$ cat src/rtl/fifo_wr_arbiter.sv
// rtl/fifo_wr_arbiter.sv - round-robin burst arbiter for a shared fifo_sync write port
// Owner keeps the port for up to BURST_LEN accepted words; one ARB cycle between grants.
module fifo_wr_arbiter #(
  parameter int NUM_REQ    = 4,
  parameter int DATA_WIDTH = 8,
  parameter int BURST_LEN  = 4,
  localparam int IDW       = (NUM_REQ > 1) ? $clog2(NUM_REQ) : 1
) (
  input  logic                          clk,
  input  logic                          reset,
  input  logic [NUM_REQ-1:0]            req_valid,
  input  logic [NUM_REQ*DATA_WIDTH-1:0] req_data,
  output logic [NUM_REQ-1:0]            req_ready,
  input  logic                          fifo_wr_rdy,
  input  logic                          fifo_almost_full,
  output logic                          fifo_wr_en,
  output logic [DATA_WIDTH-1:0]         fifo_data_in,
  output logic                          grant_valid,
  output logic [IDW-1:0]                grant_id,
  output logic [15:0]                   stall_cnt
);

  localparam int BCW = (BURST_LEN > 1) ? $clog2(BURST_LEN) : 1;
  localparam logic [BCW-1:0] LAST_BEAT = BCW'(BURST_LEN - 1);

  typedef enum logic {ARB, GRANT} state_t;

  state_t          state_q, state_d;
  logic [IDW-1:0]  grant_id_q, grant_id_d;
  logic [IDW-1:0]  last_owner_q, last_owner_d;
  logic [BCW-1:0]  beat_cnt_q, beat_cnt_d;
  logic [15:0]     stall_cnt_q, stall_cnt_d;

  logic                  in_grant;
  logic                  owner_valid;
  logic                  fifo_open;
  logic                  xfer;
  logic [IDW-1:0]        pick_idx;
  logic [DATA_WIDTH-1:0] owner_data;

  function automatic logic [IDW-1:0] wrap_idx(input int v);
    return IDW'(v % NUM_REQ);
  endfunction

  assign in_grant    = (state_q == GRANT);
  assign owner_valid = req_valid[grant_id_q];
  assign fifo_open   = fifo_wr_rdy & ~fifo_almost_full;
  assign xfer        = in_grant & owner_valid & fifo_open;

  // Scan downward so the last hit is the first valid lane after last_owner.
  always_comb begin
    pick_idx = '0;
    for (int k = NUM_REQ - 1; k >= 0; k--) begin
      if (req_valid[wrap_idx(int'(last_owner_q) + 1 + k)]) begin
        pick_idx = wrap_idx(int'(last_owner_q) + 1 + k);
      end
    end
  end

  always_comb begin
    owner_data = '0;
    req_ready  = '0;
    for (int i = 0; i < NUM_REQ; i++) begin
      if (grant_id_q == IDW'(i)) begin
        owner_data   = req_data[i*DATA_WIDTH +: DATA_WIDTH];
        req_ready[i] = xfer;
      end
    end
  end

  assign fifo_wr_en   = xfer;
  assign fifo_data_in = in_grant ? owner_data : '0;
  assign grant_valid  = in_grant;
  assign grant_id     = grant_id_q;
  assign stall_cnt    = stall_cnt_q;

  always_comb begin
    state_d      = state_q;
    grant_id_d   = grant_id_q;
    last_owner_d = last_owner_q;
    beat_cnt_d   = beat_cnt_q;
    stall_cnt_d  = stall_cnt_q;
    case (state_q)
      ARB: begin
        if (|req_valid) begin
          state_d      = GRANT;
          grant_id_d   = pick_idx;
          last_owner_d = pick_idx;
          beat_cnt_d   = '0;
        end
      end
      GRANT: begin
        if (!owner_valid) begin
          state_d = ARB;
        end else if (!fifo_open) begin
          if (stall_cnt_q != 16'hFFFF) begin
            stall_cnt_d = stall_cnt_q + 16'd1;
          end
        end else begin
          beat_cnt_d = beat_cnt_q + 1'b1;
          if (beat_cnt_q == LAST_BEAT) begin
            state_d = ARB;
          end
        end
      end
      default: state_d = ARB;
    endcase
  end

  always_ff @(posedge clk or posedge reset) begin
    if (reset) begin
      state_q      <= ARB;
      grant_id_q   <= '0;
      last_owner_q <= IDW'(NUM_REQ - 1);
      beat_cnt_q   <= '0;
      stall_cnt_q  <= '0;
    end else begin
      state_q      <= state_d;
      grant_id_q   <= grant_id_d;
      last_owner_q <= last_owner_d;
      beat_cnt_q   <= beat_cnt_d;
      stall_cnt_q  <= stall_cnt_d;
    end
  end

endmodule

$ cat config.mk
export PLATFORM = sky130hd
export DESIGN_NAME = fifo_wr_arbiter
export DESIGN_NICKNAME = d
export VERILOG_FILES = /design/src/rtl/fifo_wr_arbiter.sv
export SDC_FILE = /design/constraint.sdc
export NUM_CORES = 1
export LEC_CHECK = 0
export CAP_MARGIN = 40
export CORE_MARGIN = 2
export CORE_UTILIZATION = 42
export DETAILED_ROUTE_END_ITERATION = 8
export GPL_ROUTABILITY_DRIVEN = 0
export GPL_TIMING_DRIVEN = 0
export PLACE_DENSITY_LB_ADDON = 0.25
export SLEW_MARGIN = 20
export SYNTH_ARGS = -nofsm -noshare
export SYNTH_HDL_FRONTEND = slang
export SYNTH_SLANG_ARGS = --single-unit
$ cat constraint.sdc
create_clock -name clk -period 2.8 [get_ports clk]
set_clock_uncertainty 0.05 [all_clocks]
set_input_delay 0.84 -clock clk [delete_from_list [all_inputs] [get_ports clk]]
set_output_delay 0.84 -clock clk [all_outputs]
set_load 0.01 [all_outputs]
==> results by group, run 1 <==
Status
  • Status: complete, but fails checks
  • Failing checks: negative setup slack

STA
  • RSZ-0062 raised after global routing: yes
  • Max Slew Vio Count: 0
  • Setup violations, final: 1
  • Worst rel slew slack: ~66%
  • Fmax achieved: ~350 MHz
  • Slew @ Worst Pin: 507 ps
  • Final setup margin: -20.0 ps
  • Fin crit share: 101%
  • Final Hold Fails: 0
  • Final TNS setup: -20.0 ps
  • Period minus WS final: 2820 ps

Logic synthesis
  • Register area share after synthesis: 36.1%
  • Mux cell area share after synthesis: between 10% and 20%
  • Share of Yosys cell area claimed by the top area cell type: about a third
  • FFs w/ async S/R, synth: 100%
  • Compound-cell area share of the yosys netlist: 15.3%
  • Cell with the most instances after synthesis: dfrtp_1
  • Post-Synthesis Cells: between 100 and 150
  • Synth Area in Adders: under 10%
  • Syn Area/Cell: around 11 um2
  • #FFs+latches synth: 23
  • Syn_nets: about 190
  • Top FF cell, synth: dfrtp_1
  • Synth Area in Simple Gates: 21.4%
  • Most frequent cells after synthesis: dfrtp_1, nand2_1, xor2_1
  • Mapped cell area: 1600 um2
  • Yosys warns: 0
  • Yosys cell types: 38
  • Synth top area cells: dfrtp_1, mux4_2, xor2_1
  • Post-synth EDFFs: 0
  • Largest family of logic cells by synthesized area: simple AND/OR/NAND/NOR gates
  • Synth Area in XOR/XNOR: just over 8%
  • Synth area leader: dfrtp_1

Routing
  • Iteration-0 DRC Markers: slightly above 70
  • Vias post-DR: about 1.5k
  • DRT Wirelength: ~4000 um
  • Drt pass-1 iters: 4
  • Number of routed nets with antenna violations: 0
  • Vias per cell: roughly 5.5
  • Drt drc: 0
  • Mean routed wirelength per cell: 14.7 um

Cells and area
  • Final Non-Filler Cells: about 280
  • Nets@finish: between 200 and 300
  • Register Area: approximately 580 um2
  • Fill count: between 200 and 300
  • Area grow syn2layout: 53.2%
  • N_diodes: 0
  • Area of the multi-input gates: 996 um2
  • Share of layout cells above drive strength 1: between 20% and 30%

Pwr
  • Internal Power: approximately 0.0011 W
  • Pwr Total: ~0.0018 W
  • Switching share of power: 39.0%
  • Cell Pwr Density: ~720 nW/um2
  • Comb power frac: 55.5%
  • Switching power: just under 0.0007 W
  • Worst vdd ir: around 490 uV
  • Leak: between 1 and 1.5 nW
  • Sequential power share: ~33%
  • Clk pwr share: a little under an eighth

Die
  • Die Footprint: ~4300 um2
  • Chip height: between 60 and 70 um
  • Starting Density: between 40 and 50%
  • Num ports: 72
  • Die span in x: 65.8 um
  • Core ar.: 3660 um2
  • Row cnt: 22

Placed design
  • Pre-CTS WS: -1000 ps
  • Placed insts: roughly 270
  • Port Buffers: 71
  • DP HPWL: roughly 3300 um

Worst setup path
  • Delay-heaviest family, CP: multiplexers
  • R2R Path End: stall_cnt[1]
  • CP required: between 1500 and 2000 ps
  • Critical Path Sink: req_ready[3]
  • Slowest stage delay, CP: 530 ps
  • Worst Path Max Fanout: 5
  • CP Depth: 6
  • Setup crit start kind: input port
  • Cells along the critical path: buf_8 -> mux4_2 -> nand3_4 -> inv_4 -> and3_4 -> buf_6
  • Reg2Reg Setup Slack: around 730 ps
  • Critical Path AT: ~1900 ps
  • Worst setup path class: in -> out
  • Critical path capture point type: primary output
  • Crit-path slowest cell: mux4_2
  • Worst setup path start: req_valid[3]
  • Worst path bufs/invs: 3
  • Critical R2R Launch: stall_cnt[0]
  • Worst Reg2Reg Path Length in Cells: 6

Clock network
  • Clock Tree Buf Depth: 2
  • CTS tree: done
  • Clk_lat worst skew: roughly 270 ps
  • CTS Hold Buffers Added: 0
  • Htree depth: 1
  • Number of CTS-inserted buffers: 3
  • CTS root buffer: clkbuf_8
  • Clock-pin slew on the worst setup and hold paths: around 80 ps
  • Clk sink count: 23

Global routing
  • Pin count of the biggest net entering global routing: 16
  • GR Overflow Total: 0
  • Initial antenna violation count: 0
  • Number of global-route vias before repair: approximately 1.6k
  • First-pass GRT wire length: between 6000 and 7000 um
  • GRT Total Usage: roughly a fifth

Worst hold path
  • Worst min path class: reg -> reg

Flow run
  • Max_cap viols: 0
## worst min-delay path by stage
| stage | from | endpoint | depth (start not counted) |
|---|---|---|---|
| 6_report | stall_cnt[15] | stall_cnt[15] | 1 |
| 5_1_grt | stall_cnt[12] | stall_cnt[12] | 1 |
| 4_1_cts | stall_cnt[15] | stall_cnt[15] | 1 |
| 3_5_place_dp | stall_cnt[15] | stall_cnt[15] | 1 |
| 3_3_place_gp | last_owner_q[0] | last_owner_q[0] | 2 |
| 2_1_floorplan | last_owner_q[0] | last_owner_q[0] | 2 |
## layer usage
metal / GRT usage (%) / routed length (um) / vias to the layer above
met5: 0 / 0 / -
li1: - / - / 705
met2: 38.1 / 2200 / 72
met1: 21.2 / 1490 / 719
met3: 5.45 / 290 / 7
met4: 8.07 / 50 / 0
## power groups by stage
stage / clock network, W / registers (W) / logic [W]
2_1_floorplan: 0 / 0.000566 / 0.000557
3_3_place_gp: 0 / 0.000555 / 0.000987
3_5_place_dp: 0 / 0.000566 / 0.00101
4_1_cts: 0.000216 / 0.000578 / 0.000976
5_1_grt: 0.000224 / 0.000595 / 0.00106
6_report: 0.000208 / 0.000576 / 0.000978
## registers in the layout, summed over array words and instances, names as in the netlist
name / flops
grant_valid: 1
beat_cnt_q: 2
stall_cnt: 16
last_owner_q: 2
grant_id: 2
## placed cells by master (no fill, tap or decap), drive strengths merged, types with 2 or more instances in the layout
cell / count
a2111oi: 7
a211oi: 5
a21o: 3
a21oi: 3
and2: 8
and3: 2
and4: 2
buf: 28
clkbuf: 8
clkdlybuf4s50: 20
dfrtp: 21
dfstp: 2
dlygate4sd2: 34
ha: 2
inv: 6
mux4: 9
nand2: 12
nand2b: 4
nand3: 10
nand4: 6
nor2: 7
nor3: 2
o31ai: 2
xnor2: 3
xor2: 12
## per-stage QoR
step,instance area (um2),util [%],hold WS (ps)
after floorplan,1600,-,415
after global placement,2370,64.8,430
after detailed placement,2390,65.2,438
after CTS,2430,66.3,455
after global routing,2460,67.1,475
final,2460,67.1,448
## cell type report
class,instances,share of cell area [%]
multi-input cells,108,40.6
repair buffers,79,28.9
flip-flops and latches,23,23.5
well taps,48,2.45
clock buffers,4,1.83
plain buffers,7,1.73
inverters,6,1.02
## cells by family after synthesis
family,Yosys count
XOR/XNOR,15
flip-flops,23
buffers and inverters,14
adder cells (fa/ha/maj),2
AND/OR/NAND/NOR,56
AO/OA/AOI/OAI,25
multiplexers,10
## repair_timing
item                                    4_1_cts  5_1_grt
buffers inserted                              3        4
gates resized for setup                     125        2
endpoints found under the setup margin       13       10
pin swaps                                     2        2
(Power assumes the default switching activity.)
==> run 2, diff against run 1 <==
--- a/config.mk
+++ b/config.mk
@@ -12,6 +12,7 @@
 export GPL_ROUTABILITY_DRIVEN = 0
 export GPL_TIMING_DRIVEN = 0
 export PLACE_DENSITY_LB_ADDON = 0.25
+export REMOVE_ABC_BUFFERS = 1
 export SLEW_MARGIN = 20
 export SYNTH_ARGS = -nofsm -noshare
 export SYNTH_HDL_FRONTEND = slang
==> run 2 against run 1 <==
Net effect: the flow still finishes with violations (negative setup slack); combinational power fell by 8.4%; global-route usage rose by 0.53 points; clock-buffer cell count fell by 1; final cell count fell by 1.5%; wire length rose by 9.5%; final area fell by 0.66%; critical path type unchanged; largest power group unchanged; highest routed layer unchanged.
==> results by group, run 2 (synthesized netlist as in run 1, its figures left out) <==
Routing
  • Mean routed wirelength per cell: 16.3 um (was 14.7 um)
  • Met2 wire len: 2270 um (was 2200 um)
  • Max layer used: met4 (unchanged)
  • Vias per cell: 5.41 (was 5.47)
  • Drt drc: 0 (unchanged)
  • Number of routed nets with antenna violations: 0 (unchanged)
  • DRT Wirelength: 4420 um (was 4030 um)
  • Drt pass-1 iters: 4 (unchanged)
  • Iteration-0 DRC Markers: 40 (was 72)
  • Vias post-DR: 1465 (was 1503)
  • Met1 wire length: 1850 um (was 1490 um)
  • Met3 routed WL: 246 um (was 290 um)

STA
  • Slew @ Worst Pin: 831 ps (was 507 ps)
  • Period minus WS final: 2820 ps (about the same)
  • Final setup margin: -15.8 ps (was -20.0 ps)
  • RSZ-0062 raised after global routing: yes (unchanged)
  • Final Hold Fails: 0 (unchanged)
  • Fmax achieved: 355 MHz (about the same)
  • Setup violations, final: 1 (unchanged)
  • Worst rel slew slack: 44.6% (was 66.2%)
  • Max Slew Vio Count: 0 (unchanged)
  • Fin crit share: 101% (about the same)

Clock network
  • Clk_lat worst skew: 270 ps (about the same)
  • Number of CTS-inserted buffers: 3 (unchanged)
  • CTS tree: done (unchanged)
  • Clk sink count: 23 (unchanged)
  • Clock Tree Buf Depth: 2 (unchanged)
  • CTS Hold Buffers Added: 0 (unchanged)
  • Htree depth: 1 (unchanged)
  • Clock-pin slew on the worst setup and hold paths: 80 ps (about the same)
  • CTS root buffer: clkbuf_8 (unchanged)

Status
  • Failing checks: negative setup slack (unchanged)
  • Status: complete, but fails checks (unchanged)

Die
  • Starting Density: 43.8% (unchanged)
  • Die span in x: 65.8 um (unchanged)
  • Row cnt: 22 (unchanged)
  • Core ar.: 3660 um2 (unchanged)
  • Chip height: 65.8 um (unchanged)
  • Die Footprint: 4330 um2 (unchanged)
  • Num ports: 72 (unchanged)

Worst setup path
  • Worst setup path class: in -> out (unchanged)
  • CP required: 1910 ps (about the same)
  • Slowest stage delay, CP: 520 ps (was 530 ps)
  • Worst path bufs/invs: 3 (unchanged)
  • Cells along the critical path: buf_8 -> mux4_2 -> nand3_4 -> inv_4 -> and3_4 -> buf_6 (unchanged)
  • Setup crit start kind: input port (unchanged)
  • Critical Path AT: 1930 ps (about the same)
  • Critical path capture point type: primary output (unchanged)
  • Worst Path Max Fanout: 5 (unchanged)
  • Crit-path slowest cell: mux4_2 (unchanged)
  • Delay-heaviest family, CP: multiplexers (unchanged)

Placed design
  • DP HPWL: 3270 um (was 3300 um)
  • Pre-CTS WS: -998 ps (was -1000 ps)
  • Port Buffers: 71 (unchanged)

Cells and area
  • N_diodes: 0 (unchanged)
  • Most frequent cells in the layout: dlygate4sd2_1, clkdlybuf4s50_1, dfrtp_1, nand2_1, xor2_1 (was dlygate4sd2_1, dfrtp_1, clkdlybuf4s50_1, xor2_1, nand2_1)
  • Area grow syn2layout: 52.2% (was 53.2%)
  • Final core utilization: 66.6% (was 67.1%)
  • Commonest non-fill, non-tap cell in the layout: dlygate4sd2_1 (unchanged)
  • Share of layout cells above drive strength 1: 27.8% (was 28.2%)
  • Max reg flops: 16 (unchanged)
  • Nets@finish: 266 (was 270)
  • Fill count: 317 (was 290)

Global routing
  • Number of global-route vias before repair: 1497 (was 1586)
  • Pin count of the biggest net entering global routing: 18 (was 16)
  • First-pass GRT wire length: 6980 um (was 6780 um)
  • GRT Total Usage: 20.9% (was 20.3%)
  • GR Overflow Total: 0 (unchanged)
  • Initial antenna violation count: 0 (unchanged)

Pwr
  • Cell Pwr Density: 709 nW/um2 (was 717 nW/um2)
  • Leak: 1.10 nW (was 1.11 nW)
  • Worst vdd ir: 570 uV (was 489 uV)

Worst hold path
  • Worst min path class: reg -> reg (unchanged)

Flow run
  • Max_cap viols: 0 (unchanged)
run 2: changes by cell type in the layout (fill, tap and decap cells not counted), moves of 2 or more:
cell	before	now
buf_6	6	3
and2_4	2	0
and2_1	6	8
dfrtp_1	21	19
clkbuf_1	4	0
run 2: final timing paths:
kind,from,endpoint,slack (ps),cells past startpoint
setup / recovery,req_valid[3],req_ready[3],-20,6
hold / removal,last_owner_q[0],last_owner_q[0],460,2
setup reg to reg,stall_cnt[0],stall_cnt[1],550,5
hold reg to reg,last_owner_q[0],last_owner_q[0],460,2
max in group asynchronous,reset,last_owner_q[0],1430,3
min in group asynchronous,reset,stall_cnt[0],780,2
run 2: routing by layer:
metal / track usage [%] / vias up
met5: 0 / -
met4: 7.29 / 0
met3: 2.73 / 6
met2: 36.5 / 51
met1: 26.3 / 710
li1: - / 698
run 2: tightest hold or removal path, cell delays in order, from the launching register on:
cell and delay, ps:
dfstp_2 390, nand2_1 50, o31ai_1 60
run 2: final cells by class:
class | count | area, um2 | area share (%)
well taps | 48 | 60.1 | 2.46
flip-flops and latches | 23 | 583 | 23.9
multi-input cells | 108 | 988 | 40.5
clock buffers | 3 | 41.3 | 1.69
clock inverters | 1 | 5.00 | 0.205
repair buffers | 82 | 737 | 30.2
inverters | 6 | 25.0 | 1.03
run 2: repair_timing:
action                     4_1_cts  5_1_grt
setup buffers                    4        6
hold endpoints to repair         0        0
pin swaps                        1        1
resized for setup              118        6
setup endpoints to repair       13        5
run 2: stage by stage:
stage	instances	hold slack, ps	total power (W)	TNS [ps]	area, um2
2_1_floorplan	137	415	0.00109	0	1560
3_3_place_gp	256	432	0.00149	-7570	2330
3_5_place_dp	257	444	0.00154	-7960	2360
4_1_cts	265	462	0.00171	-24.2	2370
5_1_grt	271	483	0.00185	-62.7	2440
6_report	271	457	0.00173	-15.8	2440
run 2: report_power, final:
part / total (W) / internal (W) / leakage, nW / switching, W
Sequential: 0.000621 / 0.000438 / 0.287 / 0.000183
Clock: 0.000214 / 0.0000996 / 0.0255 / 0.000114
Combinational: 0.000896 / 0.000499 / 0.784 / 0.000396
==> run 3, diff against run 2 <==
--- a/config.mk
+++ b/config.mk
@@ -11,7 +11,7 @@
 export DETAILED_ROUTE_END_ITERATION = 8
 export GPL_ROUTABILITY_DRIVEN = 0
 export GPL_TIMING_DRIVEN = 0
-export PLACE_DENSITY_LB_ADDON = 0.25
+export PLACE_DENSITY = 0.89
 export REMOVE_ABC_BUFFERS = 1
 export SLEW_MARGIN = 20
 export SYNTH_ARGS = -nofsm -noshare
==> run 3 against run 2 <==
Net effect: the flow still finishes with violations (negative setup slack); combinational power grew 9.9%; setup slack lost 98 ps; sequential share of layout area shrank 1.4 points; wire length grew 21%; critical path depth grew 1; non-clock buffer count grew 19; core utilization grew 4.1 points; largest power group unchanged; final cell count grew 7.4%; first-iteration DRC count grew to 2.9 times the previous value; flip-flop and latch count is the same; global-route usage grew 4.0 points.
==> results by group, run 3 (synthesized netlist as in run 1, its figures left out) <==
Cells and area
  • Register Area: 583 um2 (unchanged)
  • Share of layout cells above drive strength 1: 35.5% (was 27.8%)
  • Commonest non-fill, non-tap cell in the layout: dlygate4sd2_1 (unchanged)
  • Area grow syn2layout: 61.5% (was 52.2%)
  • Final instance area: 2590 um2 (was 2440 um2)
  • Most frequent cells in the layout: dlygate4sd2_1, buf_4, clkdlybuf4s50_1, dfrtp_1, xor2_1 (was dlygate4sd2_1, clkdlybuf4s50_1, dfrtp_1, nand2_1, xor2_1)
  • Fill count: 261 (was 317)
  • Nets@finish: 285 (was 266)
  • Area of the multi-input gates: 995 um2 (was 988 um2)
  • Max reg flops: 16 (unchanged)

STA
  • Worst rel slew slack: 44.8% (was 44.6%)
  • Fin crit share: 104% (was 101%)
  • Setup violations, final: 4 (was 1)
  • Period minus WS final: 2910 ps (was 2820 ps)
  • Max Slew Vio Count: 0 (unchanged)
  • Final setup margin: -114 ps (was -15.8 ps)
  • RSZ-0062 raised after global routing: yes (unchanged)
  • Slew @ Worst Pin: 828 ps (was 831 ps)
  • Final Hold Fails: 0 (unchanged)
  • Fmax achieved: 343 MHz (was 355 MHz)

Global routing
  • Pin count of the biggest net entering global routing: 16 (was 18)
  • First-pass GRT wire length: 8070 um (was 6980 um)
  • GRT Total Usage: 24.9% (was 20.9%)
  • Initial antenna violation count: 1 (was 0)
  • Number of global-route vias before repair: 1689 (was 1497)
  • GR Overflow Total: 0 (unchanged)

Clock network
  • Clock Tree Buf Depth: 2 (unchanged)
  • Clock-pin slew on the worst setup and hold paths: 90 ps (was 80 ps)
  • Clk_lat worst skew: 280 ps (was 270 ps)
  • CTS Hold Buffers Added: 0 (unchanged)
  • Number of CTS-inserted buffers: 3 (unchanged)
  • Htree depth: 1 (unchanged)
  • CTS tree: done (unchanged)
  • Clk sink count: 23 (unchanged)
  • CTS root buffer: clkbuf_8 (unchanged)

Worst setup path
  • Critical path capture point type: primary output (unchanged)
  • Worst Path Max Fanout: 4 (was 5)
  • Setup crit start kind: input port (unchanged)
  • Worst setup path start: req_valid[3] (unchanged)
  • CP required: 1910 ps (about the same)
  • Critical R2R Launch: grant_id[0] (was stall_cnt[0])
  • Worst setup path class: in -> out (unchanged)
  • Critical Path AT: 2020 ps (was 1930 ps)

Routing
  • Iteration-0 DRC Markers: 114 (was 40)
  • Drt drc: 0 (unchanged)
  • DRT Wirelength: 5350 um (was 4420 um)
  • Vias post-DR: 1646 (was 1465)
  • Vias per cell: 5.66 (was 5.41)
  • Drt pass-1 iters: 4 (unchanged)
  • Mean routed wirelength per cell: 18.4 um (was 16.3 um)
  • Number of routed nets with antenna violations: 0 (unchanged)

Die
  • Starting Density: 43.8% (unchanged)
  • Die Footprint: 4330 um2 (unchanged)
  • Die span in x: 65.8 um (unchanged)
  • Row cnt: 22 (unchanged)
  • Core ar.: 3660 um2 (unchanged)
  • Chip height: 65.8 um (unchanged)
  • Num ports: 72 (unchanged)

Status
  • Failing checks: negative setup slack (unchanged)
  • Status: complete, but fails checks (unchanged)

Pwr
  • Cell Pwr Density: 711 nW/um2 (was 709 nW/um2)
  • Pwr Total: 0.00184 W (was 0.00173 W)
  • Worst vdd ir: 456 uV (was 570 uV)
  • Leak: 1.19 nW (was 1.10 nW)

Placed design
  • Port Buffers: 71 (unchanged)
  • DP HPWL: 3280 um (was 3270 um)
  • Placed instance area: 2340 um2 (was 2360 um2)
  • Pre-CTS WS: -1010 ps (was -998 ps)

Worst hold path
  • Hold Path Origin: last_owner_q[0] (unchanged)
  • Worst min path class: reg -> reg (unchanged)

Flow run
  • Max_cap viols: 0 (unchanged)
==> run 3: area by class of cell <==
type	count	area share (%)
Inverter	6	0.967
Clock inverter	1	0.193
Tap cell	48	2.32
Clock buffer	3	1.59
Multi-Input combinational cell	108	38.4
Antenna cell	1	0.0967
Timing Repair Buffer	101	33.9
Sequential cell	23	22.5
==> run 3: through the flow <==
stage	hold WS [ps]	util, %	setup TNS (ps)	cells
after global placement	429	63.6	-7780	256
after floorplan	415	-	0	137
after detailed placement	440	64.0	-8150	257
final	454	70.7	-332	291
after global routing	468	70.7	-477	291
after CTS	451	69.2	-261	284
==> run 3: worst paths after layout <==
path                       cells past startpoint         endpoint  slack (ps)
min reg2reg                                    2  last_owner_q[0]         450
max reg2reg                                   17    beat_cnt_q[0]         -40
min                                            2  last_owner_q[0]         450
max in group asynchronous                      3  last_owner_q[1]        1390
max                                            7     req_ready[3]        -110
min in group asynchronous                      2      grant_id[0]         790
==> run 3: per-layer routing <==
layer | track usage [%] | part of all wire, % | up-vias | wire [um]
li1 | - | - | 737 | -
met1 | 28.3 | 37 | 820 | 1980
met2 | 44.7 | 54 | 67 | 2870
met3 | 3.75 | 4.6 | 22 | 245
met4 | 12.8 | 4.8 | 0 | 256
met5 | 0 | 0 | - | 0
==> run 3: power by group <==
group          total (W)  switching (W)  internal, W
Clock           0.000220       0.000120    0.0000998
Sequential      0.000635       0.000196     0.000439
Combinational   0.000985       0.000429     0.000555
==> run 3: worst max-delay path: stages <==
cell	delay, ps
buf_8	90
mux4_2	500
nand3_4	140
inv_4	50
buf_6	110
and3_4	170
buf_6	110
==> run 3: repair_timing <==
action                     in CTS  in global routing
gates resized for setup       129                 11
pin swaps                       1                  1
setup buffers                  23                  6
setup endpoints to repair      13                  6
